<file path="src/rtl/mem_access_pkg.sv">
// mem_access_pkg: shared definitions for the MEM-stage load/store controller.
//   DATA_W      datapath width (only 32 is supported)
//   state_t     controller FSM states (IDLE, RD, WR, RESP)
//   SZ_*        request size codes; 2'b11 is reserved and behaves as a word
//   is_word     true for word and reserved size codes
//   misaligned  natural-alignment test used when MEM_ACCESS_ALIGN_CHECK_EN is defined
package mem_access_pkg;

   localparam int unsigned DATA_W = 32;

   typedef enum logic [1:0] {
      ST_IDLE = 2'd0,
      ST_RD   = 2'd1,
      ST_WR   = 2'd2,
      ST_RESP = 2'd3
   } state_t;

   localparam logic [1:0] SZ_BYTE = 2'b00;
   localparam logic [1:0] SZ_HALF = 2'b01;
   localparam logic [1:0] SZ_WORD = 2'b10;

   // Bit 1 set covers both SZ_WORD and the reserved code 2'b11.
   function automatic logic is_word(input logic [1:0] size);
      return size[1];
   endfunction

   function automatic logic misaligned(input logic [1:0] size, input logic [1:0] lane);
      logic bad;
      bad = 1'b0;
      if (size[1]) begin
         bad = (lane != 2'b00);
      end else if (size == SZ_HALF) begin
         bad = lane[0];
      end
      return bad;
   endfunction

endpackage

</file>
<file path="src/rtl/mem_lane_align.sv">
// mem_lane_align: combinational byte-lane steering for mem_access_ctrl
// (little-endian lane order).
// Ports:
//   buf_i     word previously read from memory (read-modify-write source)
//   wdata_i   right-justified store data
//   rword_i   word read from memory for load extraction
//   size_i    access size code (SZ_BYTE / SZ_HALF / word)
//   lane_i    byte address bits [1:0]
//   sign_i    sign-extend sub-word load results
//   merged_o  store word: selected lane(s) replaced by wdata, rest from buf_i
//   rdata_o   load result: selected lane(s), zero- or sign-extended
// Halfword accesses use lane_i[1] only; word accesses ignore lane_i.
module mem_lane_align
   import mem_access_pkg::*;
(
   input  logic [DATA_W-1:0] buf_i,
   input  logic [DATA_W-1:0] wdata_i,
   input  logic [DATA_W-1:0] rword_i,
   input  logic [1:0]        size_i,
   input  logic [1:0]        lane_i,
   input  logic              sign_i,
   output logic [DATA_W-1:0] merged_o,
   output logic [DATA_W-1:0] rdata_o
);

   logic [7:0]  byte_v;
   logic [15:0] half_v;

   always_comb begin
      merged_o = buf_i;
      case (size_i)
         SZ_BYTE: merged_o[{lane_i, 3'b000} +: 8]     = wdata_i[7:0];
         SZ_HALF: merged_o[{lane_i[1], 4'b0000} +: 16] = wdata_i[15:0];
         default: merged_o = wdata_i;
      endcase
   end

   always_comb begin
      byte_v  = rword_i[{lane_i, 3'b000} +: 8];
      half_v  = rword_i[{lane_i[1], 4'b0000} +: 16];
      case (size_i)
         SZ_BYTE: rdata_o = {{(DATA_W-8){sign_i & byte_v[7]}}, byte_v};
         SZ_HALF: rdata_o = {{(DATA_W-16){sign_i & half_v[15]}}, half_v};
         default: rdata_o = rword_i;
      endcase
   end

endmodule

</file>
<file path="src/rtl/mem_access_ctrl.sv">
// mem_access_ctrl: MEM-stage load/store initiator for a word-wide data memory.
// Accepts one byte/half/word request at a time (valid/ready); sub-word stores
// are done as read-modify-write, sub-word loads are lane-extracted and extended.
// Ports:
//   clk, clrn                 clock, asynchronous active-low reset
//   req_valid / req_ready     request handshake (ready only in IDLE, out of reset)
//   req_we, req_size,
//   req_sign, req_addr,
//   req_wdata                 request fields, latched on accept
//   resp_valid                one-cycle completion pulse (no backpressure)
//   resp_rdata                load result, 0 for stores and errors
//   resp_err                  misaligned access flag
//   mem_we, mem_addr,
//   mem_wdata, mem_rdata      word memory port; mem_addr is a word index
// Build option: define MEM_ACCESS_ALIGN_CHECK_EN to reject misaligned half/word
// accesses with resp_err; otherwise resp_err is always 0 and low address bits
// are ignored for those sizes.
module mem_access_ctrl
   import mem_access_pkg::*;
#(
   parameter int unsigned DATA_W = mem_access_pkg::DATA_W
) (
   input  logic              clk,
   input  logic              clrn,
   input  logic              req_valid,
   output logic              req_ready,
   input  logic              req_we,
   input  logic [1:0]        req_size,
   input  logic              req_sign,
   input  logic [31:0]       req_addr,
   input  logic [DATA_W-1:0] req_wdata,
   output logic              resp_valid,
   output logic [DATA_W-1:0] resp_rdata,
   output logic              resp_err,
   output logic              mem_we,
   output logic [31:0]       mem_addr,
   output logic [DATA_W-1:0] mem_wdata,
   input  logic [DATA_W-1:0] mem_rdata
);

   state_t            state_q, state_d;
   logic [31:0]       addr_q;
   logic [1:0]        size_q;
   logic              sign_q;
   logic              we_q;
   logic [DATA_W-1:0] wdata_q;
   logic [DATA_W-1:0] buf_q;
   logic [DATA_W-1:0] resp_rdata_q, resp_rdata_d;
   logic              resp_err_q, resp_err_d;

   logic              accept;
   logic              misalign;
   logic [DATA_W-1:0] merged;
   logic [DATA_W-1:0] ld_result;

`ifdef MEM_ACCESS_ALIGN_CHECK_EN
   assign misalign = misaligned(req_size, req_addr[1:0]);
`else
   assign misalign = 1'b0;
`endif

   assign req_ready = (state_q == ST_IDLE) && clrn;
   assign accept    = req_valid && req_ready;

   mem_lane_align u_align (
      .buf_i    (buf_q),
      .wdata_i  (wdata_q),
      .rword_i  (mem_rdata),
      .size_i   (size_q),
      .lane_i   (addr_q[1:0]),
      .sign_i   (sign_q),
      .merged_o (merged),
      .rdata_o  (ld_result)
   );

   always_comb begin
      state_d      = state_q;
      resp_rdata_d = '0;
      resp_err_d   = 1'b0;
      case (state_q)
         ST_IDLE: begin
            if (accept) begin
               if (misalign) begin
                  state_d    = ST_RESP;
                  resp_err_d = 1'b1;
               end else if (req_we && is_word(req_size)) begin
                  state_d = ST_WR;
               end else begin
                  state_d = ST_RD;
               end
            end
         end
         ST_RD: begin
            if (we_q) begin
               state_d = ST_WR;
            end else begin
               // Load result is taken straight from the read data of this cycle.
               state_d      = ST_RESP;
               resp_rdata_d = ld_result;
            end
         end
         ST_WR:   state_d = ST_RESP;
         ST_RESP: state_d = ST_IDLE;
         default: state_d = ST_IDLE;
      endcase
   end

   always_ff @(posedge clk or negedge clrn) begin
      if (!clrn) begin
         state_q      <= ST_IDLE;
         addr_q       <= '0;
         size_q       <= SZ_BYTE;
         sign_q       <= 1'b0;
         we_q         <= 1'b0;
         wdata_q      <= '0;
         buf_q        <= '0;
         resp_rdata_q <= '0;
         resp_err_q   <= 1'b0;
      end else begin
         state_q      <= state_d;
         resp_rdata_q <= resp_rdata_d;
         resp_err_q   <= resp_err_d;
         if (accept) begin
            addr_q  <= req_addr;
            size_q  <= req_size;
            sign_q  <= req_sign;
            we_q    <= req_we;
            wdata_q <= req_wdata;
         end
         if (state_q == ST_RD) begin
            buf_q <= mem_rdata;
         end
      end
   end

   // Memory-side outputs decode directly from the state register, so an
   // asynchronous reset removes mem_we and mem_addr in the same instant.
   assign mem_we     = (state_q == ST_WR);
   assign mem_wdata  = (state_q == ST_WR) ? merged : '0;
   assign mem_addr   = (state_q == ST_IDLE) ? 32'd0 : {2'b00, addr_q[31:2]};
   assign resp_valid = (state_q == ST_RESP);
   assign resp_rdata = resp_rdata_q;
   assign resp_err   = resp_err_q;

endmodule
</file>
<file path="config.mk">
export PLATFORM = sky130hd
export DESIGN_NAME = mem_access_ctrl
export DESIGN_NICKNAME = d
export VERILOG_FILES = /design/src/rtl/mem_access_pkg.sv /design/src/rtl/mem_lane_align.sv /design/src/rtl/mem_access_ctrl.sv
export SDC_FILE = /design/constraint.sdc
export NUM_CORES = 1
export LEC_CHECK = 0
export ABC_AREA = 1
export CORE_MARGIN = 4
export CORE_UTILIZATION = 45
export CTS_BUF_LIST = sky130_fd_sc_hd__clkbuf_16
export CTS_CLUSTER_SIZE = 10
export DETAILED_ROUTE_END_ITERATION = 8
export PLACE_DENSITY = 0.83
export SLEW_MARGIN = 25
export SYNTH_ARGS = -nofsm -noshare
export SYNTH_HDL_FRONTEND = slang
export SYNTH_SLANG_ARGS = --single-unit
export TNS_END_PERCENT = 1
</file>
<file path="constraint.sdc">
create_clock -name clk -period 4.6 [get_ports clk]
set_input_delay 0.92 -clock clk [delete_from_list [all_inputs] [get_ports clk]]
set_output_delay 0.92 -clock clk [all_outputs]
set_load 0.01 [all_outputs]
</file>
## Word-level counts from Yosys, hierarchy flattened

Index checks and enable logic that the tools add are counted.

| cells by class | value |
|---|---|
| multiply operators | 0 |
| muxes and demuxes | 12 |
| bitwise gates (word level) | 2 |
| add/sub/neg operators | 2 |
| reduce and logical (&&, ||, !) cells | 5 |
| equality and inequality tests | 5 |
| $lt $le $gt $ge | 0 |
| div/mod/pow operators | 0 |
| shift-type cells | 6 |

Operator list:

| kind | number |
|---|---|
| one-hot mux 32 bit (2 select lines) | 2 |
| two-way mux 32 bit | 3 |
| bitwise mux 32 bit | 2 |
| variable shift 16 x 7 -> 32 bit, first input constant | 1 |
| variable shift 8 x 7 -> 32 bit, first input constant | 1 |
| variable part select 16 x 7 -> 32 bit | 1 |
| variable part select 32 x 6 -> 16 bit | 1 |
| variable part select 32 x 6 -> 8 bit | 1 |
| variable part select 8 x 7 -> 32 bit | 1 |
| two-way mux 30 bit | 1 |
| negation 5 -> 7 bit | 2 |
| one-hot mux 2 bit (4 select lines) | 1 |
| == test 2 x 1 -> 1 bit, second input constant | 2 |
| == test 2 bit, second input constant | 2 |
| zero test 2 bit | 2 |
| two-way mux 2 bit | 2 |
| logical AND 1 bit | 3 |
| bitwise AND 1 bit | 2 |
| inequality test 2 bit, second input constant | 1 |
| two-way mux 1 bit | 1 |

| word-level totals | value |
|---|---|
| input port bits | 103 |
| output and inout bits | 100 |
| bits in latches | 0 |
| memories | 0 |
| memory bits (read-only) | 0 |
| RAM bits | 0 |
| word-level logic and storage cells | 40 |
| register bits | 134 |

## Depth between registers and ports, before layout

Gate-level depths: netlist (run 1).

| logic depth | value |
|---|---|
| depth after elaboration | 5 |
| gate-level depth with buffers | 12 |

## Hierarchy

From an unflattened synthesis (run 1), not the netlist that was laid out.

| second synthesis, totals | value |
|---|---|
| cell total of the unflattened synthesis | 1005 |
| area total of the unflattened synthesis | 7505.9 um^2 |

Modules (own cells, without submodules):

| module | cells each | area an instance (um^2) | instances |
|---|---|---|---|
| mem_access_ctrl | 588 | 5661.7 | 1 |
| mem_lane_align | 417 | 1844.3 | 1 |

## Worst setup path after synthesis (run 1)

Ideal clock, no wire load.

| path | value |
|---|---|
| kind | reg-to-output |
| start | reg addr_q[1] |
| end | out mem_wdata[0] |
| stages on the path, launching flop included | 8 |
| arrival time | 1885 ps |
| setup slack | 1795 ps |
| required time | 3680 ps |
| path buffers | 1 |
| path through | dfrtp_1 -> inv_2 -> buf_2 -> ha_1 -> clkinv_1 -> nor4_2 -> nand2_1 -> a21oi_1 |

| on the way | value |
|---|---|
| cells in the longest elaborated chain, start to end | 5 |
| elaborated cells on any way between the ends | 10 |
| classes of those cells | add/sub (2); shift (4); mux (4) |

Ends and longest elaborated chain:

| what | line | RTL |
|---|---|---|
| from (decl) | mem_access_ctrl.sv:42 | `logic [31:0] addr_q;` |
| from (signal assigned) | mem_access_ctrl.sv:124 | `addr_q <= req_addr;` |
| negation 5 -> 7 bit (on tied branches) | mem_lane_align.sv:33, mem_lane_align.sv:32 |  |
| variable part select 16 x 7 -> 32 bit, or another cell as far along | mem_lane_align.sv:33 | `SZ_HALF: merged_o[{lane_i[1], 4'b0000} +: 16] = wdata_i[15:0];` |
| bitwise mux 32 bit (on tied branches) | mem_lane_align.sv:33, mem_lane_align.sv:32 |  |
| one-hot mux 32 bit (2 select lines) * | mem_lane_align.sv:31 | `case (size_i)` |
| two-way mux 32 bit * | mem_access_ctrl.sv:139 | `assign mem_wdata = (state_q == ST_WR) ? merged : '0;` |
| to (decl) | mem_access_ctrl.sv:37 | `output logic [DATA_W-1:0] mem_wdata,` |

Every way passes the cells marked *; elsewhere a longest branch is shown, timed or not.

## Final worst setup path (run 1)

| path | value |
|---|---|
| start | reg addr_q[0] |
| end | out mem_wdata[16] |

| on the way | value |
|---|---|
| cells in the longest elaborated chain, start to end | 5 |
| elaborated cells on any way between the ends | 6 |
| classes of those cells | add/sub (1); shift (2); mux (3) |

Ends and longest elaborated chain:

| what | line | RTL |
|---|---|---|
| negation 5 -> 7 bit * | mem_lane_align.sv:32 | `SZ_BYTE: merged_o[{lane_i, 3'b000} +: 8] = wdata_i[7:0];` |
| variable part select 8 x 7 -> 32 bit or variable shift 8 x 7 -> 32 bit (tied branches) | mem_lane_align.sv:32 |  |
| bitwise mux 32 bit * | mem_lane_align.sv:32 |  |
| one-hot mux 32 bit (2 select lines) * | mem_lane_align.sv:31 |  |
| two-way mux 32 bit * | mem_access_ctrl.sv:139 |  |

Marked as above.

==> metrics, run 1 <==
TritonCTS clock tree yes; clock share of power 18.2%; most common cell after layout, fill and taps aside nand2_1; Flop pwr share 30.5%; Placeable Area 15200 um2; DR vias/cell 5.27; post-synthesis cell type count 31; Final period util 89.5%; setup TNS 0 ns; placer congestion estimate 0.891; vias in the first global route 6606; CTS Buf Count 17; die area 17600 um2; CP endpoint kind output pin; switching share of power 42.1%; Slew Limit Fails 0; Post-Syn Instances 918; first-pass GRT wire length 35000 um; Post-Route WL 22000 um; GRT Util Overall 25.0%; Final setup viols 0; synthesized area per cell 7.61 um2; worst-margin pin slew 0.729 ns; Max Clock Freq 0.243 GHz; Final #Nets 1207; post-synth top area cell dfrtp_1; CP Class register to output pin; diodes inserted 0; fin cells 1294; Clock Pin Slew Worst Setup and Hold Paths 0.05 ns; post-synth top area share 48.0%; initial antenna violation count 1; CTS root buf clkbuf_16; switching power 2.76 mW; Overflow after GRT 0; I/O pin count 203; Comb pwr share 51.3%; Pint 3.79 mW; synth-to-layout area growth 36.6%; DP HPWL 16000 um; Period minus WS final 4.12 ns; Initial Util 46.0%; Synth warnings 0; hold buffers post-CTS 0; WL/cell 17.0 um; Worst Hold Class register to register; Final Core Density 62.8%; global routing usage on met2 39.8%; port bufs 199; FF+latch count, synth 134; leakage power 4.50 nW; WP data required 3.68 ns; drt drc 0; pin count of the biggest net entering global routing 77; Setup crit start kind register; Die Height 133 um; Slew HR 51.2%; largest fanout on the critical path 14; cell area after synthesis 6990 um2; Hold Worst Slack 0.483 ns; Max-Cap Viols 0; # Post-CTS Setup Buffers 0; deepest clock path buffer count 2; GR Layer Usage met1 33.0%; DIE WIDTH 133 um; insertion delay to the later sink of the worst-skew pair 0.43 ns; Final Hold Viols 0; unrepaired setup endpoints after global routing no; share of the yosys chip area belonging to registers 48.0%; most frequent cells in the layout nand2_1, clkdlybuf4s50_1, dfrtp_1; site row count 45; GRT busiest layer met2; CP arrival 3.20 ns; met3 Use GR 7.45%; Placed Instances 1264; Pwr Density 685 nW/um2; antenna-violating nets left 0; # fillers 1329; drt pass-1 iters 5; share of cells above drive strength 1 6.51%; Worst VDD drop 0.420 mV; top cells by area, synth dfrtp_1, nand2_1, o21ai_0; outcome finished, final reports clean; H-tree depth 4; vias 6818; skew final 0.0176 ns; Iter 0 DRT Violations 884; # clock sinks 134; post-CTS sizing 0
[metrics by stage]
step | instance area (um2) | power, mW | setup WS (ns)
floorplan | 7000 | 3.92 | 1.80
global route | 9550 | 7.00 | 0.204
global placement | 9040 | 5.28 | 1.02
CTS | 9540 | 6.55 | 0.517
detailed placement | 9040 | 5.33 | 0.964
finish | 9550 | 6.54 | 0.481
[flip-flops by register name (all words and copies together) (netlist names)]
name and count:
state_q 2, size_q 2, we_q 1, addr_q 32, buf_q 32, wdata_q 32
sign_q 1, resp_rdata 32
[synth_stat cells, drive strengths merged]
master / count
o22ai: 24
nor4: 1
buf: 30
nand3: 20
o21ai: 90
or2: 7
a211oi: 1
inv: 100
nor2: 79
a21oi: 76
a22oi: 15
nand2: 294
dfrtp: 134
clkbuf: 26
a211o: 1
a21boi: 1
clkinv: 2
ha: 9
conb: 1
o211ai: 7
[critical path, stage by stage, from the launching register on]
cell,delay (ns)
dfrtp_1,0.65
inv_1,0.23
ha_1,0.37
inv_1,0.06
nor2_1,0.13
nand3_1,0.28
o22ai_1,0.21
nand2_1,0.08
a21oi_1,0.18
clkdlybuf4s50_1,0.59
[path summary, 6_finish.rpt]
path	start	end	slack, ns	cells after the start
setup / recovery	addr_q[0]	mem_wdata[16]	0.48	9
hold / removal	wdata_q[19]	wdata_q[19]	0.48	2
setup reg to reg	state_q[1]	addr_q[9]	1.60	8
hold reg to reg	wdata_q[19]	wdata_q[19]	0.48	2
max in group asynchronous	clrn	wdata_q[23]	2.77	3
min in group asynchronous	clrn	addr_q[28]	0.67	2
[routing by layer]
layer | vias up | wire length, um
met4 | 0 | 387
met1 | 3196 | 9190
met2 | 316 | 10300
met3 | 36 | 2140
met5 | - | 0
li1 | 3270 | -
[layout make-up]
class	count	area (um2)	area share, %
well taps	188	235	2.46
flip-flops and latches	134	3350	35.1
clock buffers	17	425	4.46
clock inverters	13	80.1	0.839
inverters	102	388	4.06
repair buffers	212	2090	21.9
multi-input cells	628	2980	31.2
[kinds of logic (layout without fill, tap and decap cells)]
logic type                 count (synthesis)  count (layout)  share of synthesized area [%]
AOI/OAI and AO/OA                        215             215                           16.7
and+or+nand+nor                          401             401                           24.1
adders and majority gates                  9               9                           1.61
DFF                                      134             134                           48.0
other                                      1               3                         0.0537
buffers and inverters                    158             344                           9.56
[power by group through the flow]
stage               registers (mW)  logic [mW]  clock network, mW
floorplan                     1.92        2.00                  0
global placement              1.99        3.29                  0
detailed placement            2.00        3.33                  0
CTS                           1.98        3.36               1.21
global route                  2.04        3.70               1.26
finish                        1.99        3.36               1.19
Note: power is estimated with default switching activity, not from simulation.
==> run 2, diff against run 1 <==
--- a/config.mk
+++ b/config.mk
@@ -12,7 +12,7 @@
 export CTS_CLUSTER_SIZE = 10
 export DETAILED_ROUTE_END_ITERATION = 8
 export PLACE_DENSITY = 0.83
-export SLEW_MARGIN = 25
+export SLEW_MARGIN = 40
 export SYNTH_ARGS = -nofsm -noshare
 export SYNTH_HDL_FRONTEND = slang
 export SYNTH_SLANG_ARGS = --single-unit
==> metrics, run 2 (synthesis gave the netlist of run 1 again) <==
outcome finished, final reports clean; CP most frequent cell inv_1; CP arrival 3.21 ns (about the same); first-pass GRT wire length 35100 um (+0.24%); CP endpoint kind output pin; largest fanout on the critical path 14 (unchanged); skew final 0.00411 ns (-0.0134 ns); switching power 2.76 mW (+0.17%); post-CTS sizing 0 (unchanged); Clock Pin Slew Worst Setup and Hold Paths 0.05 ns (about the same); CP endpoint mem_wdata[16]; worst r2r src state_q[0]; Final #Nets 1207 (unchanged); pin count of the biggest net entering global routing 77 (unchanged); Placeable Area 15200 um2 (unchanged); most frequent cells in the layout nand2_1, clkdlybuf4s50_1, dfrtp_1; CTS root buf clkbuf_16; # clock sinks 134 (unchanged); CTS Buf Count 17 (unchanged); vias in the first global route 6649 (+0.65%); Final period util 89.7% (+0.15 points); Die Height 133 um (unchanged); Slew Limit Fails 0 (unchanged); die area 17600 um2 (unchanged); worst setup path startpoint addr_q[0]; cells along the critical path inv_1 > ha_1 > inv_1 > nor2_1 > nand3_1 > o22ai_1 > nand2_1 > a21oi_1 > clkdlybuf4s50_1; drt drc 0 (unchanged); TritonCTS clock tree yes; Post-Route WL 22300 um (+1.2%); Max stage delay cell, worst path dfrtp_1; Hold Path Origin wdata_q[19]; placer congestion estimate 0.891 (unchanged); flop-to-flop setup slack 1.64 ns (+0.04 ns); Max-Cap Viols 0 (unchanged); H-tree depth 4 (unchanged); DIE WIDTH 133 um (unchanged); fin cells 1294 (unchanged); CP delay by family, top buffers and inverters; most common cell after layout, fill and taps aside nand2_1; critical path's largest stage delay 0.64 ns (about the same); Iter 0 DRT Violations 664 (-25%); Placed Instances 1264 (unchanged); Setup crit start kind register; clock share of power 18.2% (about the same); share of cells above drive strength 1 6.51% (unchanged); GRT Util Overall 25.2% (+0.22 points); setup TNS 0 ns (unchanged); synth-to-layout area growth 36.7% (about the same); Max Clock Freq 0.242 GHz (-0.17%); site row count 45 (unchanged); Worst VDD drop 0.415 mV (-1.2%); CP Class register to output pin; fin area 9550 um2 (about the same); hold buffers post-CTS 0 (unchanged); Worst Hold Class register to register; Pwr Density 686 nW/um2 (about the same); Flop pwr share 30.4% (about the same); initial antenna violation count 1 (unchanged); reg-to-reg endpoint addr_q[8]; DR vias/cell 5.27 (about the same); vias 6813 (-0.073%); Crit. path cell count 9 (unchanged); worst-margin pin slew 0.733 ns (+0.00348 ns); deepest clock path buffer count 2 (unchanged); insertion delay to the later sink of the worst-skew pair 0.42 ns (about the same); antenna-violating nets left 0 (unchanged); drt pass-1 iters 6 (+1); unrepaired setup endpoints after global routing no; # Post-CTS Setup Buffers 0 (unchanged); Final Hold Viols 0 (unchanged); Period minus WS final 4.13 ns (+0.00687 ns); WP data required 3.68 ns (about the same); Crit path buffers/inverters 3 (unchanged); port bufs 199 (unchanged); switching share of power 42.2% (+0.042 points); Pint 3.79 mW (unchanged); WL/cell 17.2 um (+1.2%); Worst Reg2Reg Path Length in Cells 8 (unchanged); DP HPWL 16100 um (+0.26%); Comb pwr share 51.4% (about the same); Final setup viols 0 (unchanged); diodes inserted 0 (unchanged); Initial Util 46.0% (unchanged); I/O pin count 203 (unchanged); Slew HR 51.0% (-0.23 points); Overflow after GRT 0 (unchanged); post-place instance area 9040 um2 (about the same); leakage power 4.51 nW (about the same)
==> run 2: worst min-delay path by stage <==
stage	endpoint	slack, ns	depth (start not counted)
6_report	wdata_q[19]	0.48	2
5_1_grt	wdata_q[23]	0.50	2
4_1_cts	wdata_q[19]	0.48	2
3_5_place_dp	wdata_q[19]	0.47	2
3_3_place_gp	wdata_q[24]	0.47	2
2_1_floorplan	wdata_q[24]	0.45	2
==> run 2: metal layers <==
layer | wire, um | GRT usage, %
met5 | 8 | 0
met4 | 573 | 8.60
met3 | 2220 | 8.33
met2 | 10200 | 39.8
met1 | 9240 | 32.7
==> run 2: final cells by class <==
cell class / instances / area (um2)
Fill cell: 1340 / 5650
Sequential cell: 134 / 3350
Multi-Input combinational cell: 628 / 2980
Timing Repair Buffer: 212 / 2090
Clock buffer: 17 / 425
Inverter: 102 / 388
Tap cell: 188 / 235
Clock inverter: 13 / 80.1
==> run 2: per-stage QoR <==
step	worst slack [ns]	hold slack, ns	power [mW]	utilization [%]
4_1_cts	0.476	0.481	6.54	62.8
3_3_place_gp	1.02	0.465	5.28	59.5
3_5_place_dp	0.961	0.466	5.33	59.5
2_1_floorplan	1.80	0.449	3.92	-
5_1_grt	0.143	0.499	7.01	62.8
6_report	0.474	0.482	6.55	62.8
==> run 2: power groups by stage <==
| stage | logic, mW | registers [mW] | clock network (mW) |
|---|---|---|---|
| 6_report | 3.36 | 1.99 | 1.19 |
| 5_1_grt | 3.71 | 2.04 | 1.26 |
| 4_1_cts | 3.35 | 1.98 | 1.21 |
| 3_5_place_dp | 3.33 | 2.00 | 0 |
| 3_3_place_gp | 3.29 | 1.99 | 0 |
| 2_1_floorplan | 2.00 | 1.92 | 0 |
==> run 2: tightest hold or removal path, delay by kind of cell (launching register included) <==
family	cells	cell delay, ns
simple gates	2	0.11
flops	1	0.34
==> run 3, diff against run 2 <==
--- a/config.mk
+++ b/config.mk
@@ -6,12 +6,14 @@
 export NUM_CORES = 1
 export LEC_CHECK = 0
 export ABC_AREA = 1
+export CELL_PAD_IN_SITES_DETAIL_PLACEMENT = 1
+export CELL_PAD_IN_SITES_GLOBAL_PLACEMENT = 2
 export CORE_MARGIN = 4
-export CORE_UTILIZATION = 45
+export CORE_UTILIZATION = 29
 export CTS_BUF_LIST = sky130_fd_sc_hd__clkbuf_16
 export CTS_CLUSTER_SIZE = 10
 export DETAILED_ROUTE_END_ITERATION = 8
-export PLACE_DENSITY = 0.83
+export PLACE_DENSITY = 0.94
 export SLEW_MARGIN = 40
 export SYNTH_ARGS = -nofsm -noshare
 export SYNTH_HDL_FRONTEND = slang
==> metrics, run 3 (synthesis gave the netlist of run 1 again) <==
WP data required 3.68 ns (about the same); H-tree depth 4 (unchanged); I/O pin count 203 (unchanged); Iter 0 DRT Violations 470 (-29%); Max-Cap Viols 0 (unchanged); # clock sinks 134 (unchanged); diodes inserted 0 (unchanged); CTS Buf Count 17 (unchanged); DP HPWL 19000 um (+18%); flop-to-flop setup slack 1.75 ns (+0.11 ns); critical path's largest stage delay 0.60 ns (-0.04 ns); pin count of the biggest net entering global routing 79 (+2.6%); drt drc 0 (unchanged); cells along the critical path inv_1 > ha_1 > inv_1 > nor2_1 > nand3_1 > o22ai_1 > nand2_1 > a21oi_1 > clkdlybuf4s50_1; die area 26600 um2 (+52%); most common cell after layout, fill and taps aside nand2_1; Placeable Area 23600 um2 (+55%); unrepaired setup endpoints after global routing no; synth-to-layout area growth 40.2%; Setup crit start kind register; first-pass GRT wire length 40700 um (+16%); Pwr Density 696 nW/um2 (+1.6%); Max Clock Freq 0.241 GHz (-0.74%); vias 6785 (-0.41%); antenna-violating nets left 0 (unchanged); skew final 0.00909 ns (+0.00498 ns); Worst VDD drop 0.301 mV (-27%); outcome finished, final reports clean; overall power 6.82 mW (+4.2%); GRT Util Overall 19.6% (-5.5 points); Worst Hold Class input pin to async pin; CP most frequent cell inv_1; DR vias/cell 4.77 (-9.4%); Max stage delay cell, worst path clkdlybuf4s50_1; insertion delay to the later sink of the worst-skew pair 0.43 ns (about the same); Flop pwr share 29.4% (-1.0 points); share of cells above drive strength 1 7.16% (+0.65 points); CP Class register to output pin; drt pass-1 iters 5 (-1); Slew Limit Fails 0 (unchanged); Final setup viols 0 (unchanged); Initial Util 29.6% (-16 points); # fillers 2845 (+110%); largest fanout on the critical path 14 (unchanged); placer congestion estimate 0.885 (-0.67%); vias in the first global route 7174 (+7.9%); Die Height 163 um (+23%); Crit path buffers/inverters 3 (unchanged); Post-Route WL 25800 um (+16%); clock share of power 20.9% (+2.7 points); setup TNS 0 ns (unchanged); worst-margin pin slew 0.759 ns (+0.0262 ns); switching share of power 42.6% (+0.43 points); CP delay by family, top buffers and inverters; port bufs 199 (unchanged); WL/cell 18.1 um (+5.2%); # Post-CTS Setup Buffers 0 (unchanged); Pint 3.92 mW (+3.4%); CP endpoint kind output pin; Slew HR 49.4% (-1.6 points); leakage power 4.51 nW (about the same); deepest clock path buffer count 2 (unchanged); most frequent cells in the layout nand2_1, clkdlybuf4s50_1, dfrtp_1; Period minus WS final 4.16 ns (+0.0308 ns); CTS root buf clkbuf_16; switching power 2.91 mW (+5.3%); Final period util 90.4% (+0.67 points); TritonCTS clock tree yes; DIE WIDTH 163 um (+23%); site row count 56 (+24%); Final #Nets 1203 (-0.33%); Overflow after GRT 0 (unchanged); Comb pwr share 49.7% (-1.7 points); Final Hold Viols 0 (unchanged); CP arrival 3.24 ns (+0.03 ns); initial antenna violation count 2 (+1); Clock Pin Slew Worst Setup and Hold Paths 0.06 ns (about the same)
[run 3: worst paths after layout]
path | start | endpoint | cells past startpoint
setup reg to reg | state_q[1] | addr_q[3] | 8
hold reg to reg | wdata_q[25] | wdata_q[25] | 2
max in group asynchronous | clrn | addr_q[0] | 2
min in group clk | wdata_q[25] | wdata_q[25] | 2
setup / recovery | addr_q[0] | mem_wdata[16] | 9
hold / removal | clrn | addr_q[21] | 1
[run 3: power by group through the flow]
stage          Clock (mW)  Sequential (mW)  Combinational, mW
2_1_floorplan           0             1.92               2.00
3_3_place_gp            0             2.00               3.33
3_5_place_dp            0             2.02               3.40
4_1_cts              1.46             2.00               3.42
5_1_grt              1.51             2.07               3.79
6_report             1.43             2.00               3.39
[run 3: metrics by stage]
stage | hold WS, ns | utilization, % | area, um2 | instances | setup slack, ns
CTS | 0.475 | 41.5 | 9790 | 1423 | 0.215
global route | 0.498 | 41.5 | 9800 | 1423 | 0.234
global placement | 0.469 | 38.9 | 9180 | 1391 | 0.921
finish | 0.463 | 41.5 | 9800 | 1423 | 0.444
floorplan | 0.449 | - | 7000 | 920 | 1.80
detailed placement | 0.474 | 38.9 | 9180 | 1391 | 0.686
[run 3: what timing repair did]
item                       4_1_cts  5_1_grt
gates resized for setup          0        2
setup endpoints to repair        0        8
hold buffers                     0        0
[run 3: metal layers]
metal	up-vias	track usage [%]	share of wire, %
met5	-	0	0.10
met4	4	3.47	1.1
met3	22	5.73	7.4
met2	207	32.3	47
met1	3304	26.1	44
li1	3248	-	-
[run 3: area by class of cell]
class                           instances  area, um2  share of cell area (%)
Clock inverter                         15        180                    1.84
Multi-Input combinational cell        628       2990                    30.5
Inverter                              102        388                    3.96
Timing Repair Buffer                  208       2070                    21.1
Tap cell                              319        399                    4.07
Clock buffer                           17        425                    4.34
Sequential cell                       134       3350                    34.2
